===== config.mk =====
export PLATFORM = sky130hd
export DESIGN_NAME = decode_issue_ctrl
export DESIGN_NICKNAME = d
export VERILOG_FILES = /design/src/rtl/decode_issue_ctrl.sv
export SDC_FILE = /design/constraint.sdc
export NUM_CORES = 1
export LEC_CHECK = 0
export CORE_ASPECT_RATIO = 0.75
export CORE_MARGIN = 3
export CORE_UTILIZATION = 47
export DETAILED_ROUTE_END_ITERATION = 8
export GPL_TIMING_DRIVEN = 0
export PLACE_DENSITY = 0.73
export SYNTH_ARGS = -nofsm -noshare
export SYNTH_HDL_FRONTEND = slang
export SYNTH_SLANG_ARGS = --single-unit

===== constraint.sdc =====
create_clock -name clk -period 6.8 [get_ports clk]
set_clock_uncertainty 0.2 [all_clocks]
set_input_delay 2.04 -clock clk [delete_from_list [all_inputs] [get_ports clk]]
set_output_delay 2.04 -clock clk [all_outputs]
set_load 0.05 [all_outputs]

===== src/rtl/decode_issue_ctrl.sv =====
// decode_issue_ctrl
//   Decode-and-issue stage of the vector CPU, between fetch and execute.
//   Each accepted 32-bit instruction (bit 0 = MSB) is decoded into register
//   addresses, width, ppp, immediate and control strobes, and the result is
//   held in a registered ID/EX stage. A per-register countdown scoreboard
//   blocks any instruction whose source registers are still being produced.
//
// Handshake (valid/ready):
//   fetch -> decode : the instruction transfers on a rising edge where
//                     if_valid && id_ready. id_ready is combinational and
//                     never depends on itself. If it is not accepted, fetch
//                     keeps if_valid/if_inst steady.
//   decode -> exec  : the ID/EX contents issue on a rising edge where
//                     id_valid && !ex_stall && !ex_flush. ex_flush discards
//                     the ID/EX contents instead of issuing them.
//
// Ports:
//   clk, reset                 clock and synchronous active-high reset
//   if_valid, if_inst          instruction from fetch
//   id_ready                   instruction accepted this cycle
//   ex_stall, ex_flush         back-pressure and branch kill from execute
//   id_valid                   ID/EX holds a live instruction
//   id_rD, id_rA, id_rB        register addresses
//   id_ppp, id_WW, id_imm      ppp, width and immediate fields
//   id_wrEn ... id_R_type      control strobes (all 0 when id_valid = 0)
//   id_illegal                 the instruction in ID/EX is illegal
//   id_hazard                  if_inst is blocked by the scoreboard
module decode_issue_ctrl #(
  parameter int REG_AW  = 5,
  parameter int ALU_LAT = 2,
  parameter int LD_LAT  = 3,
  parameter int CNT_W   = 2
) (
  input  logic              clk,
  input  logic              reset,
  input  logic              if_valid,
  input  logic [0:31]       if_inst,
  output logic              id_ready,
  input  logic              ex_stall,
  input  logic              ex_flush,
  output logic              id_valid,
  output logic [0:REG_AW-1] id_rD,
  output logic [0:REG_AW-1] id_rA,
  output logic [0:REG_AW-1] id_rB,
  output logic [0:2]        id_ppp,
  output logic [0:1]        id_WW,
  output logic [0:15]       id_imm,
  output logic              id_wrEn,
  output logic              id_memEn,
  output logic              id_memwrEn,
  output logic              id_bez,
  output logic              id_bnez,
  output logic              id_R_type,
  output logic              id_illegal,
  output logic              id_hazard
);

  localparam int NUM_REGS = 2 ** REG_AW;

  localparam logic [5:0] OP_RTYPE = 6'b101010;
  localparam logic [5:0] OP_VLD   = 6'b100000;
  localparam logic [5:0] OP_VSD   = 6'b100001;
  localparam logic [5:0] OP_VBEZ  = 6'b100010;
  localparam logic [5:0] OP_VBNEZ = 6'b100011;
  localparam logic [5:0] OP_VNOP  = 6'b111100;

  // Instruction fields, renumbered to plain descending vectors internally.
  logic [5:0]        opcode;
  logic [5:0]        func;
  logic [REG_AW-1:0] f_rd;
  logic [REG_AW-1:0] f_ra;
  logic [REG_AW-1:0] f_rb;

  assign opcode = if_inst[0:5];
  assign func   = if_inst[26:31];
  assign f_rd   = if_inst[6 +: REG_AW];
  assign f_ra   = if_inst[11 +: REG_AW];
  assign f_rb   = if_inst[16 +: REG_AW];

  // Decoded strobes and source-register usage for if_inst.
  logic dec_wr, dec_mem, dec_memwr, dec_bez, dec_bnez, dec_rtype, dec_illegal;
  logic src_a_en, src_b_en, src_d_en;
  logic unary;

  always_comb begin
    unary = (func == 6'b000100) || (func == 6'b000101) ||
            (func == 6'b001101) || (func == 6'b010000) ||
            (func == 6'b010001) || (func == 6'b010010);
  end

  always_comb begin
    dec_wr      = 1'b0;
    dec_mem     = 1'b0;
    dec_memwr   = 1'b0;
    dec_bez     = 1'b0;
    dec_bnez    = 1'b0;
    dec_rtype   = 1'b0;
    dec_illegal = 1'b0;
    src_a_en    = 1'b0;
    src_b_en    = 1'b0;
    src_d_en    = 1'b0;
    case (opcode)
      OP_RTYPE: begin
        if (func == 6'b000000 || (unary && f_rb != '0)) begin
          dec_illegal = 1'b1;
        end else begin
          dec_wr    = 1'b1;
          dec_rtype = 1'b1;
          src_a_en  = 1'b1;
          src_b_en  = !unary;
        end
      end
      OP_VLD: begin
        if (f_ra != '0) begin
          dec_illegal = 1'b1;
        end else begin
          dec_wr  = 1'b1;
          dec_mem = 1'b1;
        end
      end
      OP_VSD: begin
        if (f_ra != '0) begin
          dec_illegal = 1'b1;
        end else begin
          dec_mem   = 1'b1;
          dec_memwr = 1'b1;
          src_d_en  = 1'b1;
        end
      end
      OP_VBEZ: begin
        if (f_ra != '0) begin
          dec_illegal = 1'b1;
        end else begin
          dec_bez  = 1'b1;
          src_d_en = 1'b1;
        end
      end
      OP_VBNEZ: begin
        if (f_ra != '0) begin
          dec_illegal = 1'b1;
        end else begin
          dec_bnez = 1'b1;
          src_d_en = 1'b1;
        end
      end
      OP_VNOP: begin
      end
      default: dec_illegal = 1'b1;
    endcase
  end

  // Scoreboard: cnt[r] != 0 means r is still being produced. The instruction
  // currently sitting in ID/EX has not loaded its counter yet, so its
  // destination is checked directly as an in-flight match.
  logic [CNT_W-1:0]  cnt [NUM_REGS];
  logic [REG_AW-1:0] cur_rd;
  logic              busy_a, busy_b, busy_d;

  assign cur_rd = id_rD;

  assign busy_a = src_a_en && (f_ra != '0) &&
                  ((cnt[f_ra] != '0) || (id_valid && id_wrEn && cur_rd == f_ra));
  assign busy_b = src_b_en && (f_rb != '0) &&
                  ((cnt[f_rb] != '0) || (id_valid && id_wrEn && cur_rd == f_rb));
  assign busy_d = src_d_en && (f_rd != '0) &&
                  ((cnt[f_rd] != '0) || (id_valid && id_wrEn && cur_rd == f_rd));

  assign id_hazard = if_valid && (busy_a || busy_b || busy_d);

  logic adv;
  logic issue;
  logic sb_load;

  assign adv      = !id_valid || !ex_stall || ex_flush;
  assign id_ready = if_valid && adv && !id_hazard && !ex_flush;
  assign issue    = id_valid && !ex_stall && !ex_flush;
  assign sb_load  = issue && id_wrEn && (cur_rd != '0);

  always_ff @(posedge clk) begin
    for (int r = 0; r < NUM_REGS; r++) begin
      if (reset) begin
        cnt[r] <= '0;
      end else if (sb_load && cur_rd == REG_AW'(r)) begin
        cnt[r] <= id_R_type ? CNT_W'(ALU_LAT) : CNT_W'(LD_LAT);
      end else if (!ex_stall && cnt[r] != '0) begin
        cnt[r] <= cnt[r] - 1'b1;
      end
    end
  end

  // ID/EX register. Fields are held on flush/bubble; only the valid bit and
  // the strobes are cleared, which is all downstream looks at.
  always_ff @(posedge clk) begin
    if (reset) begin
      id_valid   <= 1'b0;
      id_rD      <= '0;
      id_rA      <= '0;
      id_rB      <= '0;
      id_ppp     <= '0;
      id_WW      <= '0;
      id_imm     <= '0;
      id_wrEn    <= 1'b0;
      id_memEn   <= 1'b0;
      id_memwrEn <= 1'b0;
      id_bez     <= 1'b0;
      id_bnez    <= 1'b0;
      id_R_type  <= 1'b0;
      id_illegal <= 1'b0;
    end else if (ex_flush || (adv && !id_ready)) begin
      id_valid   <= 1'b0;
      id_wrEn    <= 1'b0;
      id_memEn   <= 1'b0;
      id_memwrEn <= 1'b0;
      id_bez     <= 1'b0;
      id_bnez    <= 1'b0;
      id_R_type  <= 1'b0;
      id_illegal <= 1'b0;
    end else if (id_ready) begin
      id_valid   <= 1'b1;
      id_rD      <= if_inst[6 +: REG_AW];
      id_rA      <= if_inst[11 +: REG_AW];
      id_rB      <= if_inst[16 +: REG_AW];
      id_ppp     <= if_inst[21:23];
      id_WW      <= if_inst[24:25];
      id_imm     <= if_inst[16:31];
      id_wrEn    <= dec_wr;
      id_memEn   <= dec_mem;
      id_memwrEn <= dec_memwr;
      id_bez     <= dec_bez;
      id_bnez    <= dec_bnez;
      id_R_type  <= dec_rtype;
      id_illegal <= dec_illegal;
    end
    // !adv: hold everything
  end

endmodule


**Word-level counts from Yosys, hierarchy flattened**

Memory sizes are Yosys's and may differ from the RTL's.
Cells that the tools add are included.

- Flip-flop bits (word level): 44
- Bits in latches: 0
- RAM bits: 64
- ROM bits: 0
- Output and inout bits: 46
- Memories kept: 1

Memory list:

| memory | depth | width | read ports | clocked after memory_dff | wr ports | RTL line | source |
|---|---|---|---|---|---|---|---|
| cnt | 32 | 2 | 35 | 0 | 32 | 155 | `logic [CNT_W-1:0] cnt [NUM_REGS];` |

- Add/subtract/negate cells: 32
- Multipliers: 0
- Divide/modulo/power cells: 0
- $lt $le $gt $ge: 0
- Equal/unequal tests: 46
- Shift operators: 0
- Muxes and demuxes: 305
- Bitwise operators: 65
- Reductions and logical operators: 150

Operators with widths:

| operator | number |
|---|---|
| 1-bit 2-to-1 mux | 239 |
| 2-bit 2-to-1 mux | 64 |
| 1-bit logical AND | 84 |
| 5-bit == test, second input constant | 16 |
| 2-bit nonzero test | 35 |
| 1-bit bitwise OR | 64 |
| 2-bit by 1-bit subtractor with 2-bit output, second input constant | 32 |
| 5-bit by 4-bit == test with 1-bit output, second input constant | 8 |
| 6-bit == test, second input constant | 6 |
| 5-bit by 3-bit == test with 1-bit output, second input constant | 4 |
| 5-bit nonzero test | 4 |
| 6-bit by 5-bit == test with 1-bit output, second input constant | 3 |
| 5-bit == test | 3 |
| 1-bit logical OR | 14 |
| 6-bit by 3-bit == test with 1-bit output, second input constant | 2 |
| 5-bit by 2-bit == test with 1-bit output, second input constant | 2 |
| 6-bit by 4-bit == test with 1-bit output, second input constant | 1 |
| 1-bit logical NOT | 6 |
| 6-bit logical NOT | 1 |
| 5-bit by 1-bit == test with 1-bit output, second input constant | 1 |
| 5-bit logical NOT | 1 |
| 2-bit OR reduction | 2 |
| 4-bit OR reduction | 1 |
| 1-bit case mux with 3 select lines | 1 |
| 4 further kinds | 4 |

**Depth between registers and ports, before layout**

- Depth in word-level cells: 23
- Mapped depth: 12
- Depth with buffers taken out: 8

**Worst setup path before layout**

Ideal clock, no wire load.

- Kind: input to output
- Start: input if_inst[12] (netlist name)
- End: output id_ready
- Data arrival time: 3,925 ps
- Path slack: 635 ps
- Stages on the path: 10
- Path buffers: 3
- Cell sequence: buf_2 -> inv_1 -> mux4_2 -> a22oi_1 -> a2111oi_1 -> nor4b_1 -> or4_1 -> buf_6 -> inv_8 -> buf_8

- Cells in the longest elaborated chain, start to end: 10
- Elaborated cells on any way between the ends: 18
- Those cells by class: eq/ne (1); mux (2); reduce/logical (14); memory (1)

Ends and longest elaborated chain:

| item | RTL line | source |
|---|---|---|
| start: declaration | 37 | `input logic [0:31] if_inst,` |
| memory 32 x 2 bit (tied with other cells) | - |  |
| 2-bit nonzero test (tied with other cells) | 162 | `((cnt[f_ra] != '0) \|\| (id_valid && id_wrEn && cur_rd == f_ra));` |
| 1-bit logical OR or 1-bit 2-to-1 mux (tied branches) | - |  |
| 1-bit logical AND (on tied branches) | 161, 165 |  |
| 1-bit logical OR or 1-bit logical AND (tied branches) | 168, 165 |  |
| 1-bit logical OR (*) | 168 | `assign id_hazard = if_valid && (busy_a \|\| busy_b \|\| busy_d);` |
| 1-bit logical AND (*) | 168 |  |
| 1-bit logical NOT (*) | 175 | `assign id_ready = if_valid && adv && !id_hazard && !ex_flush;` |
| 1-bit logical AND (*) (2 in series) | 175 |  |
| end: declaration | 38 | `output logic id_ready,` |

Mark *: on every way between the ends. The rest lies on a longest branch, timed or not.

**Final worst setup path**

- Start: input if_inst[27] (netlist name)
- End: output id_ready

- Cells in the longest elaborated chain, start to end: 18
- Elaborated cells on any way between the ends: 29
- Those cells by class: eq/ne (6); mux (4); reduce/logical (19)

Ends and longest elaborated chain:

| item | RTL line | source |
|---|---|---|
| 6-bit by 3-bit == test with 1-bit output | 86 | `unary = (func == 6'b000100) \|\| (func == 6'b000101) \|\|` |
| 1-bit logical OR (2 in series) | 86 |  |
| 1-bit logical OR (2 in series) | 87 | `(func == 6'b001101) \|\| (func == 6'b010000) \|\|` |
| 1-bit logical OR | 88 | `(func == 6'b010001) \|\| (func == 6'b010010);` |
| 1-bit logical AND | 104 | `if (func == 6'b000000 \|\| (unary && f_rb != '0)) begin` |
| 1-bit logical OR | 104 |  |
| 1-bit 2-to-1 mux | 104 |  |
| 1-bit 2-to-1 mux | 102 | `case (opcode)` |
| 1-bit logical AND (on tied branches) (2 in series) | 161, 163 |  |
| 1-bit logical OR (*) (2 in series) | 168 |  |
| 1-bit logical AND (*) | 168 |  |
| 1-bit logical NOT (*) | 175 |  |
| 1-bit logical AND (*) (2 in series) | 175 |  |

Marked as above.

==> summary by stage <==
Setup path
The worst register-to-register path begins at id_rD[0]$_SDFFE_PP0P_. The kind of start point of the critical path is a primary input. For this run, the slowest stage of the critical path takes between 0.5 and 0.6 ns.

Traced cell by cell, the critical path runs through clkdlybuf4s50_1 -> or4_1 -> nor3_2 -> nor3b_1 -> o211ai_1 -> nor4_2 -> or4_1 -> buf_6 -> inv_12 -> buf_8. The slowest stage of the critical path belongs to the cell or4_1. The endpoint class of the critical path is an output port. The register-to-register setup slack is 3.54 ns.

Data on the critical path is required at its endpoint by roughly 4.6 ns. The number of cells on the worst reg-to-reg path is 5. In this run the critical register-to-register path is captured at cnt[2][0]$_DFFE_PP_. Of all nets on the critical path, the largest fanout is 12. The worst endpoint data arrival time is roughly 4.5 ns. Among the stages of the critical path, the cell type that occurs most often is or4_1. The classification of the worst setup path is in -> out.

Yosys
The number of nets handed over by synthesis was 855. The Yosys step of the flow raised 0 warnings. The async set or reset register ratio after synthesis is 0%. The leading register cell type out of synthesis is edfxtp_1.

After synthesis, the netlist uses 59 different library cells. Synthesis produced 786 cells. The average size of a mapped cell is 8.755 µm². The cell taking the most area after synthesis is edfxtp_1.

The cell area that synthesis handed to floorplanning was 6882 µm². The number of enable flip-flop cells after synthesis is 64. In this run, synthesis produced a sequential element count of 98. The area share of the largest cell type after synthesis is 27.93%. The portion of the post-synthesis area used by sequential elements is 37.82%. By area the synthesized netlist is led by edfxtp_1, dfxtp_1, nand2_1.

Layout
Leaving out fill and tap cells, the most frequent cells in the layout are nand2_1, nor2_1, inv_1. The final instance area is 8268 µm². The total number of nets in the final design is around 940. The fraction of final layout cells with drive strength greater than 1 is 9.898%. At the end of the flow the core is filled with cells to ~60%. The number of inserted diodes is 0. The post-synthesis to final-layout area growth is 20.15%. The library cell used most frequently in the layout, excluding fill and tap cells, is nand2_1.

Detailed routing
Dividing the detail-routed wire length by the instance count gives 18.57 µm. For this block, the via count after detailed routing is 6358. For this block, the initial DRC count from the detailed router was 964. The number of nets with antenna violations after routing is 0.

The average via count per standard cell is 5.920. The routed design has around 20000 µm of wire. The first TritonRoute pass finished after 6 iterations. The post-detailed-route DRC marker count is 0.

Power
In this run the static leakage power is 3.082 nW. Cell internal power was estimated by the tool at 1.140 mW. The fraction of power spent switching nets is 31.09%. The switching component of the power is 514.2 µW.

The power per cell area is between 200 and 250 nW/µm². The portion of total power attributed to sequential cells is a little over two fifths. The worst voltage drop across the vdd grid is 0.1275 mV. Of the total power, combinational logic draws 24.6%.

The clock network burns 31.6% of the power.

Placement
In this run the tool buffered the top-level ports with 75 buffer cells. The total cell area at the placement stage is between 7000 and 8000 µm². The global placer's final weighted congestion is 0.9332.

The final HPWL from detailed placement is 14860 µm.

Floorplan
The initialized floorplan defines 37 standard-cell rows. The die covers 16140 µm². The number of top-level design ports is 83. The die is 110.8 µm tall.

The starting utilization of the core area is 49.06%. The area of the core region is 14030 µm². Measured along the x axis, the die boundary spans approximately 150 µm.

Clocking
The clock transition time at the flip-flop clock pins of the worst setup and hold paths is 0.07 ns. Buffers inserted to repair hold after CTS numbered 0. The clock passes through at most 2 buffers.

The clock net sink count is 98. The tree is rooted in a clkbuf_16. The number of clock buffers inserted by TritonCTS is 9. The number of H-tree levels is 3. The CTS tree is built. The later pin in the worst-skew pair is clocked with a latency of 0.35 ns.

Hold path
Along the worst hold path, the cell count comes to 2. The endpoint with the worst hold slack is id_rA[0]$_SDFFE_PP0P_. The classification of the worst-slack hold path is reg -> reg. The startpoint of the tightest hold check path is id_rA[0]$_SDFFE_PP0P_.

Timing
The smallest clock period supported by the final layout is computed as around 6.7 ns. The number of pins with negative max-slew slack in the final report is 0. The achievable frequency is 0.1491 GHz. The final clock period utilization by the worst path is 98.62%. Setup repair after global routing left no endpoint under its margin. The number of failing hold endpoints at the final stage is 0.

For the pin with the worst max-slew slack, the measured transition is 1.212 ns. The worst-case hold slack is 0.2608 ns. Measured against its own limit, the worst slew margin works out to 18.44%. Setup violations remaining at the end of the flow were counted as 0.

Global route
The wire length of the first global-routing pass is 31520 µm. The initial antenna violation count was 0. The total routing resource utilization after global routing is 24.04%. The via count of the first global-routing pass was around 6000. The largest net degree at the start of global routing is 17. The total overflow left after global routing is 0.

Run status
The flow ran to the end, and the final reports show no timing, DRC or antenna violations.

Flow run
The max-cap violation count is 0.
[Yosys cell counts (17+ instances only)]
| library cell | n |
|---|---|
| nand2_1 | 131 |
| mux2i_1 | 28 |
| dfxtp_1 | 34 |
| nor3_1 | 63 |
| inv_1 | 69 |
| o211ai_1 | 20 |
| o21ai_0 | 37 |
| ha_1 | 32 |
| edfxtp_1 | 64 |
| nor4_1 | 17 |
| clkbuf_1 | 33 |
| nor2_1 | 69 |
[area by class of cell]
class                           instances  area [µm²]
Fill cell                            1279        5759
Clock inverter                          6       51.30
Inverter                               74       292.8
Clock buffer                           10       250.2
Buffer                                 61       360.3
Tap cell                              195       244.0
Multi-Input combinational cell        552        3695
Timing Repair Buffer                   78       772.0
Sequential cell                        98        2603
[critical path, delay by kind of cell]
kind	cells	cell delay, ns
compound gates	1	0.13
buf+inv	4	0.88
simple gates	5	1.40
[registers in the layout (all words and copies together) (netlist names)]
register and cells:
id_rA 5, cnt 64, id_memwrEn 1, id_valid 1, id_rD 5, id_wrEn 1
id_WW 1, id_ppp 2, id_bnez 1, id_imm 8, id_illegal 1, id_memEn 1
id_bez 1, id_rB 5, id_R_type 1
[through the flow]
step,worst slack [ns],power (mW),std cells,setup TNS (ns)
global route,0.006466,1.716,1074,0
detailed placement,-1.080,1.131,1056,-1.584
global placement,-1.088,1.125,1056,-1.584
finish,0.09350,1.654,1074,0
floorplan,0.6351,1.002,786,0
CTS,0.01403,1.648,1072,0
[power by group through the flow]
stage          registers (mW)  logic [mW]  clock network, mW
2_1_floorplan           0.756       0.246                  0
3_3_place_gp            0.734       0.390                  0
3_5_place_dp            0.737       0.395                  0
4_1_cts                 0.723       0.399              0.526
5_1_grt                 0.730       0.440              0.545
6_report                0.725       0.407              0.522
[layer usage]
metal	routed length (µm)	vias up	GRT usage [%]
met1	9141	2982	36.25
met5	0	-	0
li1	-	3011	-
met2	8561	352	35.99
met3	2117	13	5.108
met4	127	0	4.111
[how the worst max path moves through the flow]
| stage | start | endpoint | slack (ns) | cells after the start |
|---|---|---|---|---|
| 2_1_floorplan | if_inst[12] | id_ready | 0.64 | 10 |
| 3_3_place_gp | if_inst[13] | id_ready | -1.09 | 11 |
| 3_5_place_dp | if_inst[13] | id_ready | -1.08 | 11 |
| 4_1_cts | if_inst[28] | id_ready | 0.01 | 10 |
| 5_1_grt | if_inst[14] | id_ready | 0.006 | 10 |
| 6_report | if_inst[27] | id_ready | 0.09 | 10 |
[cell families (layout without fill, tap and decap cells)]
family                   count (synthesis)  count (layout)  share of synthesized area [%]
AND/OR/NAND/NOR                        325             325                          21.49
AO/OA/AOI/OAI                          137             137                          14.44
buffers and inverters                  136             229                          9.346
flip-flops                              98              98                          37.82
multiplexers                            44              44                          9.309
adder cells (fa/ha/maj)                 32              32                          5.818
XOR/XNOR                                14              14                          1.782
[what timing repair did]
action,4_1_cts,5_1_grt
setup buffers,1,2
endpoints found under the setup margin,2,2
resized for setup,35,9
pin swaps,1,2
Note: power is estimated with default switching activity, not from simulation.
